<file path="src/rtl/clkspec_shres2_pkg.sv">
// Shared definitions for the two-client shared-resource responder.
//   shres_state_e : responder FSM encoding (IDLE/EXEC/RESP)
//   client_idx_t  : index of a client (0 or 1)
//   CNT_W         : width of the optional per-client grant counters
package clkspec_shres2_pkg;

    typedef enum logic [1:0] {
        SHRES_IDLE = 2'b00,
        SHRES_EXEC = 2'b01,
        SHRES_RESP = 2'b10
    } shres_state_e;

    typedef logic client_idx_t;

    localparam int unsigned CNT_W = 8;

endpackage

</file>
<file path="src/rtl/clkspec_shres2_if.sv">
// One client's request/response channel to the shared responder.
//   req_valid/req_ready : operand handshake (a, b)
//   rsp_valid/rsp_ready : result handshake (y)
// master = client side, slave = responder side.
interface clkspec_shres2_if #(
    parameter int unsigned WIDTH = 4
);
    logic             req_valid;
    logic             req_ready;
    logic [WIDTH-1:0] a;
    logic [WIDTH-1:0] b;
    logic             rsp_valid;
    logic             rsp_ready;
    logic [WIDTH-1:0] y;

    modport master (
        output req_valid, a, b, rsp_ready,
        input  req_ready, rsp_valid, y
    );

    modport slave (
        input  req_valid, a, b, rsp_ready,
        output req_ready, rsp_valid, y
    );
endinterface

</file>
<file path="src/rtl/clkspec_rrarb2.sv">
// Combinational 2-way round-robin grant.
//   r0, r1   : requests
//   last_gnt : client granted most recently (held by the parent)
//   g0, g1   : one-hot grant; on contention the client other than last_gnt wins
module clkspec_rrarb2
    import clkspec_shres2_pkg::*;
(
    input  logic        r0,
    input  logic        r1,
    input  client_idx_t last_gnt,
    output logic        g0,
    output logic        g1
);
    assign g0 = r0 & (~r1 | last_gnt);
    assign g1 = r1 & (~r0 | ~last_gnt);
endmodule

</file>
<file path="src/rtl/clkspec_shres2.sv">
// Two-client shared adder responder.
// Arbitrates between two clients, captures the winner's operands, adds them in
// one cycle (carry dropped) and returns the result only to the requester.
//   clk, reset      : clock, asynchronous active-low reset
//   c0, c1          : per-client request/response channels (slave side)
//   busy            : high whenever the FSM is not idle
//   gnt_cnt0/1      : saturating accepted-request counters, present only when
//                     SHRES_GNTCNT_EN is defined
module clkspec_shres2
    import clkspec_shres2_pkg::*;
#(
    parameter int unsigned WIDTH = 4
) (
    input  logic                 clk,
    input  logic                 reset,
    clkspec_shres2_if.slave      c0,
    clkspec_shres2_if.slave      c1,
`ifdef SHRES_GNTCNT_EN
    output logic [CNT_W-1:0]     gnt_cnt0,
    output logic [CNT_W-1:0]     gnt_cnt1,
`endif
    output logic                 busy
);
    shres_state_e     state_q, state_d;
    logic [WIDTH-1:0] a_q, b_q, y_q;
    client_idx_t      owner_q, last_gnt_q;

    logic g0, g1;
    logic idle, accept, owner_rsp_ready, resp0, resp1;

    clkspec_rrarb2 u_arb (
        .r0       (c0.req_valid),
        .r1       (c1.req_valid),
        .last_gnt (last_gnt_q),
        .g0       (g0),
        .g1       (g1)
    );

    assign idle            = (state_q == SHRES_IDLE);
    assign accept          = idle & (g0 | g1);
    assign owner_rsp_ready = owner_q ? c1.rsp_ready : c0.rsp_ready;

    always_comb begin
        state_d = state_q;
        unique case (state_q)
            SHRES_IDLE: if (g0 | g1) state_d = SHRES_EXEC;
            SHRES_EXEC: state_d = SHRES_RESP;
            SHRES_RESP: if (owner_rsp_ready) state_d = SHRES_IDLE;
            default:    state_d = SHRES_IDLE;
        endcase
    end

    always_ff @(posedge clk or negedge reset) begin
        if (!reset) begin
            state_q    <= SHRES_IDLE;
            a_q        <= '0;
            b_q        <= '0;
            y_q        <= '0;
            owner_q    <= 1'b0;
            last_gnt_q <= 1'b1;
        end else begin
            state_q <= state_d;
            if (accept) begin
                a_q     <= g1 ? c1.a : c0.a;
                b_q     <= g1 ? c1.b : c0.b;
                owner_q <= g1;
            end
            if (state_q == SHRES_EXEC) begin
                y_q <= a_q + b_q;
            end
            if ((state_q == SHRES_RESP) && owner_rsp_ready) begin
                last_gnt_q <= owner_q;
            end
        end
    end

    // Ready is masked by reset so nothing looks accepted while reset is held.
    assign c0.req_ready = reset & idle & g0;
    assign c1.req_ready = reset & idle & g1;

    assign resp0        = (state_q == SHRES_RESP) & ~owner_q;
    assign resp1        = (state_q == SHRES_RESP) & owner_q;
    assign c0.rsp_valid = resp0;
    assign c1.rsp_valid = resp1;
    assign c0.y         = resp0 ? y_q : '0;
    assign c1.y         = resp1 ? y_q : '0;

    assign busy = ~idle;

`ifdef SHRES_GNTCNT_EN
    logic [CNT_W-1:0] cnt0_q, cnt1_q;

    always_ff @(posedge clk or negedge reset) begin
        if (!reset) begin
            cnt0_q <= '0;
            cnt1_q <= '0;
        end else begin
            if (accept && g0 && (cnt0_q != '1)) cnt0_q <= cnt0_q + 1'b1;
            if (accept && g1 && (cnt1_q != '1)) cnt1_q <= cnt1_q + 1'b1;
        end
    end

    assign gnt_cnt0 = cnt0_q;
    assign gnt_cnt1 = cnt1_q;
`endif
endmodule
</file>
<file path="src/flat_wrapper.sv">
// flat-port wrapper written by rule: the top's interface ports become plain ports
module clkspec_shres2_flat import clkspec_shres2_pkg::*;
#(
    parameter int unsigned WIDTH = 4
)
  (clk, reset, busy, c0_req_valid, c0_a, c0_b, c0_rsp_ready, c0_req_ready, c0_rsp_valid, c0_y, c1_req_valid, c1_a, c1_b, c1_rsp_ready, c1_req_ready, c1_rsp_valid, c1_y);
  clkspec_shres2_if #(.WIDTH(WIDTH)) c0_i ();
  clkspec_shres2_if #(.WIDTH(WIDTH)) c1_i ();
  input  logic clk;
  input  logic reset;
  output logic busy;
  input wire logic [$bits(c0_i.req_valid)-1:0] c0_req_valid;
  input wire logic [$bits(c0_i.a)-1:0] c0_a;
  input wire logic [$bits(c0_i.b)-1:0] c0_b;
  input wire logic [$bits(c0_i.rsp_ready)-1:0] c0_rsp_ready;
  output wire logic [$bits(c0_i.req_ready)-1:0] c0_req_ready;
  output wire logic [$bits(c0_i.rsp_valid)-1:0] c0_rsp_valid;
  output wire logic [$bits(c0_i.y)-1:0] c0_y;
  input wire logic [$bits(c1_i.req_valid)-1:0] c1_req_valid;
  input wire logic [$bits(c1_i.a)-1:0] c1_a;
  input wire logic [$bits(c1_i.b)-1:0] c1_b;
  input wire logic [$bits(c1_i.rsp_ready)-1:0] c1_rsp_ready;
  output wire logic [$bits(c1_i.req_ready)-1:0] c1_req_ready;
  output wire logic [$bits(c1_i.rsp_valid)-1:0] c1_rsp_valid;
  output wire logic [$bits(c1_i.y)-1:0] c1_y;
  assign c0_i.req_valid = c0_req_valid;
  assign c0_i.a = c0_a;
  assign c0_i.b = c0_b;
  assign c0_i.rsp_ready = c0_rsp_ready;
  assign c0_req_ready = c0_i.req_ready;
  assign c0_rsp_valid = c0_i.rsp_valid;
  assign c0_y = c0_i.y;
  assign c1_i.req_valid = c1_req_valid;
  assign c1_i.a = c1_a;
  assign c1_i.b = c1_b;
  assign c1_i.rsp_ready = c1_rsp_ready;
  assign c1_req_ready = c1_i.req_ready;
  assign c1_rsp_valid = c1_i.rsp_valid;
  assign c1_y = c1_i.y;
  clkspec_shres2 #(.WIDTH(WIDTH)) u_core (.clk(clk), .reset(reset), .c0(c0_i), .c1(c1_i), .busy(busy));
endmodule
</file>
<file path="config.mk">
export PLATFORM = sky130hd
export DESIGN_NAME = clkspec_shres2_flat
export DESIGN_NICKNAME = d
export VERILOG_FILES = /design/src/rtl/clkspec_shres2_pkg.sv /design/src/rtl/clkspec_shres2_if.sv /design/src/rtl/clkspec_rrarb2.sv /design/src/rtl/clkspec_shres2.sv /design/src/flat_wrapper.sv
export SDC_FILE = /design/constraint.sdc
export NUM_CORES = 1
export LEC_CHECK = 0
export ABC_AREA = 0
export BUFFER_PORTS_ARGS = -buffer_cell sky130_fd_sc_hd__buf_2
export CAP_MARGIN = 10
export CELL_PAD_IN_SITES_DETAIL_PLACEMENT = 1
export CELL_PAD_IN_SITES_GLOBAL_PLACEMENT = 1
export CORE_ASPECT_RATIO = 0.7
export CORE_MARGIN = 8
export CORE_UTILIZATION = 39
export CTS_CLUSTER_DIAMETER = 50
export DETAILED_ROUTE_END_ITERATION = 12
export PLACE_DENSITY_LB_ADDON = 0.1
export SLEW_MARGIN = 10
export SYNTH_ARGS = -nofsm -noshare
export SYNTH_HDL_FRONTEND = slang
export SYNTH_SLANG_ARGS = --single-unit
</file>
<file path="constraint.sdc">
create_clock -name clk -period 2.1 [get_ports clk]
set_input_delay 0.21 -clock clk [delete_from_list [all_inputs] [get_ports clk]]
set_output_delay 0.21 -clock clk [all_outputs]
set_load 0.01 [all_outputs]
</file>
# Word-level counts from Yosys, hierarchy flattened
# Index checks and enable logic that the tools add are counted.
# word_totals
ff_bits	16
inputBits	22
out_inout_bits	13
word_cells	38
# classes
n_addsub	1
n_eq_ne	4
n_mux	8
bitwise	16
n_reduce_logical	3
# ops
cell	count
2-to-1 mux 4 bit	4
bitwise AND 1 bit	8
one-hot mux 2 bit (3 select lines)	1
NOT 1 bit	5
adder 4 bit	1
2-to-1 mux 2 bit	2
OR 1 bit	3
equality test 2 x 1 -> 1 bit (second input constant)	1
equality test 2 bit (second input constant)	1
logical NOT 2 bit	1
inequality test 2 x 1 -> 1 bit (second input constant)	1
inequality test 2 bit (second input constant)	1
AND reduction 2 bit	1
logical AND 1 bit	1
2-to-1 mux 1 bit	1

# Depth between registers and ports, before layout
# depth
ltp_word	6
ltp_mapped	5
depth_no_buf	5

# Hierarchy
# A second synthesis with hierarchy kept.
# hier_totals
hier_cells	86
hier_area_um2	997.2
# by_module_without_submodules
mod	instances	cells_per_inst	area_each_um2	seq_area_each_um2
clkspec_shres2	1	83	978.4	401.6
clkspec_rrarb2	1	3	18.8	0.0

# Worst setup path before layout
# No wires, ideal clock.
# synth_timing
path_type	reg2out
startpoint	register u_core.state_q[0]
endpoint	output port c0_y[0]
arrival_time_ps	1167
t_required_ps	1890
path_slack_ps	723
path_stages_with_launch	3
path_buffers	0
path_cell_list	dfrtp_1 > nor3b_1 > and2_1
# synth_via
elab_chain_cells	3
# synth_rtl
element	line_no	rtl
from (decl)	clkspec_shres2.sv:24	shres_state_e state_q, state_d;
from (signal assigned)	clkspec_shres2.sv:62	state_q <= state_d;
equality test 2 bit	clkspec_shres2.sv:81	assign resp0 = (state_q == SHRES_RESP) & ~owner_q;
bitwise AND 1 bit	clkspec_shres2.sv:81	
via c0_rsp_valid	flat_wrapper.sv:17	output wire logic [$bits(c0_i.rsp_valid)-1:0] c0_rsp_valid;
2-to-1 mux 4 bit	clkspec_shres2.sv:85	assign c0.y = resp0 ? y_q : '0;
to (decl)	flat_wrapper.sv:18	output wire logic [$bits(c0_i.y)-1:0] c0_y;
# The timed path passes the listed nets, and every way through them passes these cells.

# Final worst setup path
# layout_timing
startpoint	register u_core.last_gnt_q
endpoint	output port c1_req_ready
# layout_via
elab_chain_cells	4
# layout_rtl
element	line_no	rtl
from (decl)	clkspec_shres2.sv:26	client_idx_t owner_q, last_gnt_q;
from (signal assigned)	clkspec_shres2.sv:72	last_gnt_q <= owner_q;
NOT 1 bit	clkspec_rrarb2.sv:15	assign g1 = r1 & (~r0 | ~last_gnt);
OR 1 bit	clkspec_rrarb2.sv:15	
bitwise AND 1 bit	clkspec_rrarb2.sv:15	
bitwise AND 1 bit	clkspec_shres2.sv:79	assign c1.req_ready = reset & idle & g1;
to (decl)	flat_wrapper.sv:23	output wire logic [$bits(c1_i.req_ready)-1:0] c1_req_ready;
# No other way between the ends.

==> metrics.md <==
| Metric | Value |
|---|---|
| Core Area | 0.00236 mm^2 |
| Fmax | 566 MHz |
| Ys flop type | dfrtp_1 |
| Seq pwr share | 0.384 |
| Status | finished clean |
| Worst Clk Skew | 0.00239 ns |
| CP Depth | 3 |
| Most common cell after layout, fill and taps aside | buf_2 |
| Buffer and inverter count on the worst path | 1 |
| Post-synth ARST share | 1.00 |
| VDD IR max | 0.449 mV |
| Tcrit/Tclk final | 0.841 |
| FF-to-FF path depth | 3 |
| Final Hold Fails | 0 |
| Skew-Pair Late Insertion Delay | 0.29 ns |
| Syn_area_per_cell | 11.7 um^2 |
| Setup bufs post-CTS | 0 |
| Post-CTS sizing | 0 |
| Max-cap viol count | 0 |
| Slowest stage cell, crit path | a21boi_2 |
| Final Util | 0.505 |
| DP Wirelength | 1980 um |
| Setup CP Type | reg -> out |
| GRT Util Overall | 0.121 |
| Comb power frac | 0.484 |
| Clock network power share | 0.132 |
| Synth top area share | 0.399 |
| Top-level port count | 35 |
| CTS tree | built |
| CP Launch Type | register |
| RR Endpoint | u_core.b_q[3] |
| Vias per cell | 4.84 |
| First-pass GRT wire length | 3930 um |
| DRT Pass-1 Iters | 2 |
| Max Transition Viols Final | 0 |
| Top post-synthesis cells by area | dfrtp_1 (40%), mux2_4 (9.6%), mux2_2 (8.4%) |
| Vias in the first global route | 812 |
| Num CTS Buffers | 3 |
| Rows | 15 |
| Fillcell total | 289 |
| Min Tclk post-route | 1.77 ns |
| Synthesized Nets | 106 |
| DRC viols | 0 |
| Nets | 145 |
| Delay of the slowest cell on the worst path | 0.49 ns |
| Chip width | 74.7 um |
| Sw Ratio | 0.379 |
| RSZ-0062 raised after global routing | false |
| Die area | 0.00426 mm^2 |
| Fin Setup TNS | 0 ns |
| Clk slew on worst S/H paths | 0.09 ns |
| Critical-path maximum fanout | 9 |
| Cell taking the most area after synthesis | dfrtp_1 |
| Most frequent cells in the layout | buf_2 (34), dfrtp_1 (15), and2_1 (8) |
| Grt total ovfl | 0 |
| Layout cells sized above 1 | 0.492 |
| R2R Setup Slk | 0.50 ns |
| CP endpoint | c1_req_ready |
| Clk buf depth | 2 |
| Synth Cell Area | 940 um^2 |
| Reg2reg start | u_core.last_gnt_q |
| Netlist cell types | 29 |
| Rel. slew slack | 0.603 |
| Worst Path Arrival | 1.56 ns |
| Number of clock sinks | 16 |
| Synthesized flop and latch total | 16 |
| Min-Delay Path Class | in -> reg |
| Initial Util | 0.397 |
| Gpl congestion | 0.684 |
| Power Internal | 955 uW |
| Sequential area share after synthesis | 0.427 |
| Syn. warnings | 0 |
| Root Buffer Master | clkbuf_4 |
| Crit path required time | 1.89 ns |
| Worst setup EP type | output pin |
| Input/output buffers | 34 |
| First DRT Iteration DRCs | 5 |
| Die extent in y | 57.1 um |
| Tot Pwr | 1.54 mW |
| Placed cell area | 0.00115 mm^2 |
| NetSw | 582 uW |
| Setup crit start | u_core.last_gnt_q |
| Largest net degree at the start of global routing | 16 |
| Final antenna-violating net count | 0 |
| Hold slack | 0.185 ns |
| Worst Tran Pin Value | 0.593 ns |
| Layout area overhead | 27.2% |
| Fin area | 0.00119 mm^2 |
| Crit-path cells | a21boi_2, and3_2, buf_2 |
| Htree depth | 1 |
| Diodes inserted | 0 |
| Leakage | 0.638 nW |
| CP delay by family, top | compound AO/OA/AOI/OAI gates |
| DRT Wirelength | 2290 um |
| Mapped Cells | 80 |
| Routed via count | 735 |
| Wirelength per Cell | 15.1 um |
| Antenna violations before repair | 0 |
| Pwr Density | 1290 mW/mm^2 |
| Number of flops mapped to enable cells by yosys | 0 |
| Final-report setup violation count | 0 |
## power by group through the flow
stage	Combinational (mW)	Clock [mW]	Sequential, mW
3_5_place_dp	0.764	0	0.602
4_1_cts	0.766	0.215	0.595
3_3_place_gp	0.732	0	0.583
5_1_grt	0.851	0.226	0.614
6_report	0.744	0.203	0.591
2_1_floorplan	0.560	0	0.559
## cells in the mapped netlist, types with 2 or more instances
library cell  instances
and2_1                8
xor2_1                2
mux2_4                6
nand2_1               5
dfrtp_1              15
o21ai_0               2
nand3_1               2
clkbuf_1              2
mux2_2                7
mux2i_1               5
ha_1                  3
inv_1                 6
## final cells by class
type / count / area [um^2] / area share
tap: 34 / 42.5 / 0.0356
sequential: 16 / 402 / 0.336
inverter: 6 / 22.5 / 0.0188
multi-input combinational: 55 / 497 / 0.416
clock buffer: 4 / 36.3 / 0.0304
timing repair buffer: 37 / 195 / 0.163
## state kept, by name, indices dropped and copies added, names as in the netlist
name	flops
u_core.a_q	4
u_core.b_q	4
u_core.last_gnt_q	1
u_core.owner_q	1
u_core.state_q	2
u_core.y_q	4
## how the worst min path moves through the flow
stage / startpoint / end / slack, ns / depth (start not counted)
final: c1_rsp_ready / u_core.last_gnt_q / 0.19 / 2
after global routing: c1_rsp_ready / u_core.last_gnt_q / 0.17 / 2
after CTS: c1_rsp_ready / u_core.last_gnt_q / 0.17 / 2
after detailed placement: reset / u_core.last_gnt_q / 0.20 / 1
after global placement: reset / u_core.last_gnt_q / 0.20 / 1
after floorplan: reset / u_core.a_q[0] / -0.09 / 0
## per-layer routing
layer | GRT usage | part of all wire
met3 | 0.0402 | 0.084
met1 | 0.133 | 0.39
met2 | 0.191 | 0.49
met4 | 0.0833 | 0.034
met5 | 0 | 0
## through the flow
| step | cells | setup WS (ns) |
|---|---|---|
| 2_1_floorplan | 80 | 0.723 |
| 3_3_place_gp | 147 | 0.515 |
| 3_5_place_dp | 147 | 0.493 |
| 4_1_cts | 152 | 0.308 |
| 5_1_grt | 152 | 0.123 |
| 6_report | 152 | 0.333 |
## timing repair
item,CTS,global route
endpoints found under the setup margin,0,0
hold endpoints to repair,16,0
hold buffers,1,0
## cells by family (layout without fill, tap and decap cells)
family                     Yosys count  after routing  share of synthesized area
AOI/OAI and AO/OA                    9              9                     0.0786
xor gates and xnor gates             2              2                     0.0186
adders and majority gates            4              4                     0.0613
buffers and inverters                9             47                     0.0439
DFF                                 16             16                      0.427
muxes                               18             18                      0.233
and+or+nand+nor                     22             22                      0.137
## worst register-to-register path: stages (launching register included)
cell	delay, ns
dfstp_2	0.39
a21boi_2	0.49
mux2_4	0.35
mux2_2	0.27
Note: power is estimated with default switching activity, not from simulation.
